$ cat src/rtl/mips_div_pkg.sv
// Shared definitions for the MIPS div/divu multi-cycle divider.
// Provides the FSM state type, datapath widths, the divide-by-zero quotient
// pattern and small two's-complement helpers used when taking operand
// magnitudes and applying result signs.
package mips_div_pkg;

  localparam int DIV_WIDTH = 32;
  localparam int DIV_CNT_W = 5;
  localparam logic [DIV_WIDTH-1:0] DIV_ZERO_QUOT = 32'hFFFF_FFFF;

  typedef enum logic [1:0] {
    IDLE = 2'd0,
    RUN  = 2'd1,
    FIX  = 2'd2,
    DONE = 2'd3
  } div_state_t;

  // Two's-complement negate.
  function automatic logic [DIV_WIDTH-1:0] neg2(input logic [DIV_WIDTH-1:0] x);
    return (~x) + 32'd1;
  endfunction

  // Magnitude of x when it is to be treated as signed and is negative.
  // 0x80000000 maps to itself, which is what the overflow case relies on.
  function automatic logic [DIV_WIDTH-1:0] mag(input logic [DIV_WIDTH-1:0] x,
                                               input logic                 sgn);
    return (sgn && x[DIV_WIDTH-1]) ? neg2(x) : x;
  endfunction

endpackage

$ cat src/rtl/adderModule.sv
// 32-bit ripple-style adder shared with the datapath.
// Ports: A, B   - addends
//        Cin    - carry in
//        S      - sum
//        cout2  - carry out of bit 31
//        OF     - two's-complement overflow
module adderModule (
  input  logic [31:0] A,
  input  logic [31:0] B,
  input  logic        Cin,
  output logic [31:0] S,
  output logic        cout2,
  output logic        OF
);

  // Full-width sum with carry out; overflow when same-signed inputs
  // produce a result of the opposite sign.
  always_comb begin
    {cout2, S} = {1'b0, A} + {1'b0, B} + {32'd0, Cin};
    OF         = (A[31] == B[31]) && (S[31] != A[31]);
  end

endmodule

$ cat src/rtl/mips_divider.sv
// Multi-cycle restoring divider for MIPS div/divu.
// One quotient bit per cycle (32 RUN cycles), one FIX cycle to apply signs
// or the divide-by-zero pattern, then a one-cycle done pulse.
// Ports: clk, reset (async, active-high)
//        start, is_signed, dividend, divisor - request, captured in IDLE
//        busy        - high from the cycle after accept through FIX
//        done        - one-cycle result-valid pulse
//        quotient    - LO result, held in a dedicated register
//        remainder   - HI result, held in a dedicated register
//        div_by_zero - captured divisor was zero
module mips_divider
  import mips_div_pkg::*;
(
  input  logic        clk,
  input  logic        reset,
  input  logic        start,
  input  logic        is_signed,
  input  logic [31:0] dividend,
  input  logic [31:0] divisor,
  output logic        busy,
  output logic        done,
  output logic [31:0] quotient,
  output logic [31:0] remainder,
  output logic        div_by_zero
);

  div_state_t               state_r, state_s;
  logic [DIV_CNT_W-1:0]     cnt_r;
  logic [DIV_WIDTH-1:0]     q_r, rem_r, dmag_r, raw_a_r;
  logic                     sign_a_r, sign_b_r, dz_r;

  logic [DIV_WIDTH:0]       shifted_s;
  logic [DIV_WIDTH-1:0]     diff_s;
  logic                     no_borrow_s, take_s;
  logic                     unused_of;
  logic [DIV_WIDTH-1:0]     fix_q_s, fix_r_s;

  // Trial subtraction: shifted remainder minus divisor magnitude.
  adderModule u_trial (
    .A     (shifted_s[DIV_WIDTH-1:0]),
    .B     (~dmag_r),
    .Cin   (1'b1),
    .S     (diff_s),
    .cout2 (no_borrow_s),
    .OF    (unused_of)
  );

  // Shift the next dividend bit into the partial remainder and decide
  // whether the divisor fits; bit 32 set means it fits regardless of carry.
  always_comb begin
    shifted_s = {rem_r, q_r[DIV_WIDTH-1]};
    take_s    = shifted_s[DIV_WIDTH] | no_borrow_s;
  end

  // Final result correction: divide-by-zero pattern or sign application.
  // Sign bits are stored already gated by is_signed, so divu passes through.
  always_comb begin
    fix_q_s = q_r;
    fix_r_s = rem_r;
    if (dz_r) begin
      fix_q_s = DIV_ZERO_QUOT;
      fix_r_s = raw_a_r;
    end else begin
      if (sign_a_r ^ sign_b_r) begin
        fix_q_s = neg2(q_r);
      end else begin
        fix_q_s = q_r;
      end
      if (sign_a_r) begin
        fix_r_s = neg2(rem_r);
      end else begin
        fix_r_s = rem_r;
      end
    end
  end

  // FSM state register.
  always_ff @(posedge clk or posedge reset) begin
    if (reset) begin
      state_r <= IDLE;
    end else begin
      state_r <= state_s;
    end
  end

  // FSM next-state logic; start is only honoured in IDLE.
  always_comb begin
    state_s = state_r;
    case (state_r)
      IDLE: begin
        if (start) begin
          state_s = RUN;
        end else begin
          state_s = IDLE;
        end
      end
      RUN: begin
        if (cnt_r == 5'd0) begin
          state_s = FIX;
        end else begin
          state_s = RUN;
        end
      end
      FIX:     state_s = DONE;
      DONE:    state_s = IDLE;
      default: state_s = IDLE;
    endcase
  end

  // Datapath and result registers.
  always_ff @(posedge clk or posedge reset) begin
    if (reset) begin
      cnt_r       <= 5'd0;
      q_r         <= 32'd0;
      rem_r       <= 32'd0;
      dmag_r      <= 32'd0;
      raw_a_r     <= 32'd0;
      sign_a_r    <= 1'b0;
      sign_b_r    <= 1'b0;
      dz_r        <= 1'b0;
      busy        <= 1'b0;
      done        <= 1'b0;
      quotient    <= 32'd0;
      remainder   <= 32'd0;
      div_by_zero <= 1'b0;
    end else begin
      done <= (state_r == FIX);
      case (state_r)
        IDLE: begin
          if (start) begin
            sign_a_r    <= is_signed & dividend[DIV_WIDTH-1];
            sign_b_r    <= is_signed & divisor[DIV_WIDTH-1];
            q_r         <= mag(dividend, is_signed);
            dmag_r      <= mag(divisor, is_signed);
            raw_a_r     <= dividend;
            rem_r       <= 32'd0;
            cnt_r       <= 5'd31;
            dz_r        <= (divisor == 32'd0);
            div_by_zero <= 1'b0;
            busy        <= 1'b1;
          end
        end
        RUN: begin
          rem_r <= take_s ? diff_s : shifted_s[DIV_WIDTH-1:0];
          q_r   <= {q_r[DIV_WIDTH-2:0], take_s};
          cnt_r <= cnt_r - 5'd1;
        end
        FIX: begin
          quotient    <= fix_q_s;
          remainder   <= fix_r_s;
          div_by_zero <= dz_r;
          busy        <= 1'b0;
        end
        DONE: begin
          busy <= 1'b0;
        end
        default: begin
          busy <= 1'b0;
        end
      endcase
    end
  end

endmodule

$ cat config.mk
export PLATFORM = sky130hd
export DESIGN_NAME = mips_divider
export DESIGN_NICKNAME = d
export VERILOG_FILES = /design/src/rtl/mips_div_pkg.sv /design/src/rtl/adderModule.sv /design/src/rtl/mips_divider.sv
export SDC_FILE = /design/constraint.sdc
export NUM_CORES = 1
export LEC_CHECK = 0
export ABC_AREA = 1
export BUFFER_PORTS_ARGS = -buffer_cell sky130_fd_sc_hd__buf_4
export CORE_UTILIZATION = 55
export CTS_BUF_LIST = sky130_fd_sc_hd__clkbuf_16
export CTS_CLUSTER_DIAMETER = 30
export DETAILED_ROUTE_END_ITERATION = 6
export GPL_TIMING_DRIVEN = 0
export PLACE_DENSITY = 0.78
export SLEW_MARGIN = 30
export SYNTH_ARGS = -nofsm -noshare
export SYNTH_HDL_FRONTEND = slang
export SYNTH_SLANG_ARGS = --single-unit
$ cat constraint.sdc
create_clock -name clk -period 6.19 [get_ports clk]
set_input_delay 0.3095 -clock clk [delete_from_list [all_inputs] [get_ports clk]]
set_output_delay 0.3095 -clock clk [all_outputs]
set_load 0.05 [all_outputs]
==> results of run 1 <==
[area by class of cell]
cell class / instances / area (um2)
Tap cell: 330 / 413
Multi-Input combinational cell: 1507 / 7470
Clock buffer: 50 / 1250
Antenna cell: 1 / 2.50
Timing Repair Buffer: 138 / 1080
Sequential cell: 205 / 5130
Buffer: 69 / 338
Fill cell: 2194 / 7800
Clock inverter: 43 / 526
Inverter: 312 / 1180
[kinds of logic (layout without fill, tap and decap cells)]
kind of cell,after synthesis,after routing,synth area share
other,0,1,0
AND/OR/NAND/NOR,1118,1118,0.335
adder cells (fa/ha/maj),38,38,0.0342
flip-flops,205,205,0.364
AO/OA/AOI/OAI,291,291,0.122
buffers and inverters,381,612,0.107
XOR/XNOR,60,60,0.0378
[tightest hold or removal path, cell delays in order]
cell	delay [ps]
buf_4	110
nand2_1	50
o21ai_0	60
[what timing repair did]
action                                 CTS  global route
hold buffers                             2             0
buffers inserted                         0             0
endpoints found under the hold margin   22             0
[report_power, final]
group	switching [mW]	internal (mW)	total, mW
clock network	0.873	1.89	2.76
logic	4.19	2.12	6.31
registers	0.540	1.92	2.46
total	5.60	5.93	11.5
[final timing paths]
check | cells past startpoint | slack (ps) | endpoint
max in group asynchronous | 5 | 4780 | quotient[27]
worst max register to register | 16 | 3460 | rem_r[31]
worst min register to register | 2 | 480 | dmag_r[18]
worst min-delay path | 3 | 10 | raw_a_r[5]
min in group asynchronous | 3 | 250 | dmag_r[8]
worst max-delay path | 16 | 3460 | rem_r[31]
[layer usage]
| metal | vias to the layer above | track usage | wire length (um) |
|---|---|---|---|
| li1 | 7127 | - | - |
| met1 | 7268 | 0.543 | 21700 |
| met2 | 828 | 0.584 | 21500 |
| met3 | 121 | 0.0804 | 5140 |
| met4 | 0 | 0.145 | 1760 |
| met5 | - | 0 | 0 |
[sequential cells by signal (all words and copies together), names as in the netlist, named ones only]
register and flops:
quotient 32, state_r 1, dz_r 1, cnt_r 5
rem_r 32, remainder 32, dmag_r 32, sign_b_r 1
raw_a_r 32, sign_a_r 1, done 1, busy 1
q_r 32, div_by_zero 1
[cell usage in the layout (no fill, tap or decap), types with 5 or more instances in the layout]
master      netlist  layout
nand2_1         633     633
inv_1           306     313
nand3_1         219     219
dfrtp_1         205     205
nor2_1          174     174
buf_4             4     138
o21ai_0         121     121
a21oi_1          50      50
clkbuf_16         0      50
clkbuf_1         48      48
xor2_1           46      46
ha_1             37      37
a22oi_1          30      30
nand4_1          26      26
nor3_1           20      20
o211ai_1         18      18
a31oi_1          14      14
o21ai_1          13      13
xnor2_1          13      13
o21bai_1         12      12
o22ai_1          10      10
bufinv_16         0      10
buf_2             9       9
clkinvlp_4        0       9
o31ai_1           8       8
nand3b_1          8       8
or2_2             8       8
clkinv_2          0       7
nand2_2           6       6
clkinv_1          2       5
nor2_2            5       5
nor3_2            5       5
==> impl_metrics.yaml, run 1 <==
timing:
  final.min_clock_period_ps: 2730
  slew_violations: 0
  rsz0062_at_grt: "no"
  skew_ps: 21.9
  worst_pin_slew_ps: 1040
  fin_ws_ps: 3460
  period_share: 0.441
  fmax_mhz: 366
  slew-limit-headroom: 0.304
  hold_viol: 0
  fin_hold_ws_ps: 10.8
  finalSetupViolations: 0
  setup-tns-final_ps: 0
clock_tree:
  clock-sinks: 205
  worstSkewPairLatency_ps: 550
  cts_tree: "yes"
  clk_pin_slew_ps: 50
  cts.repair.resized: 0
  htree_levels: 2
  cts_buffer_depth: 3
  clockRootBuffer: "clkbuf_16"
  cts_inserted_buffers: 50
placement:
  portBuffers: 134
  place_area_mm2: 0.0156
  dpl_worst_slack_ps: 3510
  place.gp.congestion: 1.01
  dp_hpwl_um: 38000
  place_inst: 2559
status:
  status: "completed"
detailed_routing:
  via_count: 15344
  dr.first_iter.drc_count: 1800
  firstDrtPassIters: 6
  post_drt_wl_per_cell_um: 18.9
  viasPerCell: 5.78
  drc: 0
  antenna_left: 0
  drt_wl_total_um: 50100
setup_path:
  worstSetupStartpoint: "q_r[31]"
  path_delay_family: "simple AND/OR/NAND/NOR gates"
  path_buf_inv: 3
  required_ps: 6620
  cp-end-kind: "flip-flop"
  crit_type: "flip-flop to flip-flop"
  cp_max_fo: 10
  crit_chain: "inv_1, ha_1, fa_1, inv_1, nand2_1, nand2_1, nand3_1, nand2_2, nand2_1, nand2_2, nand2_1, nand3_4, buf_6, nand3_1, nand2_1, nand2_1"
  startpoint_type: "flip-flop"
  cp.arrival_ps: 3160
  cpPeakStageDelay_ps: 410
  crit_path_frequent_cell: "nand2_1"
  crit_slowest_cell: "fa_1"
  r2r_start: "q_r[31]"
synthesis:
  synthDistinctLibCells: 54
  synth_edf_count: 0
  yosysWarnings: 0
  synth_seq_area_share: 0.364
  synth_most_common_cell: "nand2_1"
  synth_top_flop_cell: "dfrtp_1"
  async_flop_share: 1.00
  avgSynthCellArea_um2: 6.74
  ys_top_cells_by_count: "nand2_1 (633), inv_1 (306), nand3_1 (219), dfrtp_1 (205), nor2_1 (174)"
  ys_seq_elements: 205
  syn_inst: 2093
  synth_top_area_cell: "dfrtp_1"
  synth_fp_nets: 2199
  synth_area_leaders: "dfrtp_1 (36%), nand2_1 (17%), inv_1 (8.1%)"
  netlist.area_leader.share: 0.364
  syn_area_mm2: 0.0141
global_route:
  grt_usage: 0.386
  antenna_found_initial: 2
  grt_pass1_wl_um: 78000
  grt_pass1_vias: 14542
  grt_max_degree: 96
  overflow: 0
floorplanning:
  die_w_um: 162
  die_h_um: 162
  dieArea_mm2: 0.0263
  io_pins: 135
  rows: 58
  initial_utilization: 0.560
  core_area_mm2: 0.0252
final_layout:
  area_delta_synth_final_pct: 23.3
  layout.cells.non_filler: 2655
  nets: 2389
  post-route-util: 0.690
  finalInstanceArea_mm2: 0.0174
  drive_gt1_frac: 0.119
job:
  drv_cap: 0
power:
  p_leak_nw: 8.97
  power_density_mw_per_mm2: 663
  total_power_mw: 11.5
  irDropWorstVdd_uv: 363
worst_hold_path:
  hold_path.class: "input port to flip-flop"
  min_from: "dividend[5]"
(Power assumes the default switching activity.)
==> run 2: changes to the inputs <==
- clock period: 6.19 -> 2.2 ns (I/O delays scaled with it)
==> run 2 against run 1 <==
Against the previous run: critical path type unchanged; clock-buffer cell count up 3; clock skew grew 2.1 ps; largest power group unchanged; sequential cell count is the same; non-clock buffer count up 97; the run now ends with negative setup slack left; total power grew to 3.1 times the previous value; sequential power increased to 2.9 times the previous value.
==> impl_metrics.yaml, run 2 (synthesis results as in run 1) <==
setup_path:
  crit_chain: "inv_4, ha_4, fa_2, inv_2, nand2_2, nand2_2, nand3_2, nand2_4, nand2_2, nand2_2, nand2_2, nand3_4, buf_6, buf_8, nand2_4, nand3_2, o21ai_2"
  startpoint_type: "flip-flop"
  path_delay_family: "simple AND/OR/NAND/NOR gates"
  crit_path_frequent_cell: "nand2_2"
  path_buf_inv: 4
  cp_max_fo: 7
  cpPeakStageDelay_ps: 400
  crit_type: "flip-flop to flip-flop"
  crit_slowest_cell: "dfrtp_1"
  cp-end-kind: "flip-flop"
  cp.arrival_ps: 2920
  required_ps: 2630
floorplanning:
  die_w_um: 162
  core_area_mm2: 0.0252
  rows: 58
  die_h_um: 162
  io_pins: 135
  dieArea_mm2: 0.0263
  initial_utilization: 0.560
final_layout:
  layout.cells.non_filler: 2756
  seq_area_mm2: 0.00514
  diodes: 0
  drive_gt1_frac: 0.176
  area_delta_synth_final_pct: 35.6
  finalInstanceArea_mm2: 0.0191
  nets: 2488
  multiInputGateArea_mm2: 0.00813
  final_common_cell: "nand2_1"
  final_cell_mix: "nand2_1 (608), inv_1 (304), dfrtp_1 (200)"
  nFillCells: 1872
clock_tree:
  clockRootBuffer: "clkbuf_16"
  htree_levels: 2
  clk_pin_slew_ps: 50
  cts_inserted_buffers: 52
  cts_buffer_depth: 3
  worstSkewPairLatency_ps: 570
  clock-sinks: 205
  cts_tree: "yes"
detailed_routing:
  post_drt_wl_per_cell_um: 19.8
  firstDrtPassIters: 6
  antenna_left: 0
  drt_wl_total_um: 54500
  drc: 0
  via_count: 16155
  dr.first_iter.drc_count: 2253
  viasPerCell: 5.86
timing:
  slew-limit-headroom: 0.282
  worst_pin_slew_ps: 1080
  finalSetupViolations: 34
  fmax_mhz: 402
  skew_ps: 24.0
  period_share: 1.13
  rsz0062_at_grt: "yes"
  final.min_clock_period_ps: 2490
  fin_ws_ps: -287
  setup-tns-final_ps: -7180
  hold_viol: 0
  slew_violations: 0
job:
  drv_cap: 0
power:
  power_density_mw_per_mm2: 1900
  irDropWorstVdd_uv: 1160
  total_power_mw: 36.2
  p_leak_nw: 9.58
global_route:
  grt_pass1_vias: 15380
  antenna_found_initial: 0
  overflow: 0
  grt_usage: 0.408
  grt_pass1_wl_um: 82500
  grt_max_degree: 32
placement:
  place.gp.congestion: 1.04
  dp_hpwl_um: 38300
  place_inst: 2565
  place_area_mm2: 0.0157
  portBuffers: 134
status:
  status: "complete, but fails checks"
  violations: "negative setup slack"
worst_hold_path:
  hold_path.class: "input port to flip-flop"
-- run 2: changes by cell type in the layout (fill, tap and decap cells not counted), moves of 8 or more --
| cell | previous run | this run |
|---|---|---|
| buf_4 | 138 | 160 |
| dlygate4sd3_1 | 2 | 65 |
| ha_1 | 37 | 15 |
| ha_2 | 0 | 8 |
| ha_4 | 0 | 14 |
| inv_1 | 313 | 304 |
| nand2_1 | 633 | 608 |
| nand2_2 | 6 | 21 |
| nand2_4 | 0 | 9 |
| nand3_1 | 219 | 184 |
| nand3_2 | 1 | 28 |
| nand3_4 | 1 | 9 |
-- run 2: per-layer routing --
layer  share of wire  GRT usage
met1            0.40      0.548
met2            0.43      0.625
met3            0.12     0.0983
met4           0.047      0.179
met5               0          0
-- run 2: area by class of cell --
class,count,area share
sequential,205,0.269
clock inverter,45,0.0251
inverter,312,0.0620
multi-input combinational,1507,0.425
clock buffer,53,0.0694
buffer,68,0.0175
tap,330,0.0216
timing repair buffer,236,0.111
-- run 2: path summary, 6_finish.rpt --
check | startpoint | end | slack [ps] | cells past startpoint
max | q_r[31] | rem_r[9] | -290 | 17
min | divisor[2] | dmag_r[2] | 30 | 4
max reg2reg | q_r[31] | rem_r[9] | -290 | 17
min reg2reg | raw_a_r[16] | raw_a_r[16] | 480 | 2
max in group asynchronous | reset | quotient[28] | 790 | 7
min in group asynchronous | reset | rem_r[0] | 210 | 3
-- run 2: power by group --
part           internal [mW]  total [mW]  switching, mW
sequential              5.41        7.06           1.65
clock                   5.30        7.81           2.51
combinational           7.66        21.4           13.7
-- run 2: per-stage QoR --
step            util  setup WS, ps  hold slack [ps]
3_3_place_gp   0.617         -1850              354
6_report       0.759          -287             32.7
4_1_cts        0.745          -187             2.81
5_1_grt        0.759          -351             69.9
3_5_place_dp   0.624          -559              219
2_1_floorplan      -          -568              220
-- run 2: what timing repair did --
| action | CTS | global route |
|---|---|---|
| hold endpoints to repair | 114 | 0 |
| setup buffers | 16 | 13 |
| pin swaps | 29 | 9 |
| hold buffers | 65 | 0 |
| gates resized for setup | 96 | 68 |
| setup endpoints to repair | 61 | 75 |
| gates cloned | 2 | 0 |
-- run 2: worst reg2reg max path, stage by stage (launching register included) --
cell,delay (ps)
dfrtp_1,400
inv_4,90
ha_4,180
fa_2,370
inv_2,70
nand2_2,50
nand2_2,90
nand3_2,100
nand2_4,120
nand2_2,60
nand2_2,90
nand2_2,70
nand3_4,170
buf_6,170
buf_8,140
nand2_4,50
nand3_2,80
o21ai_2,60
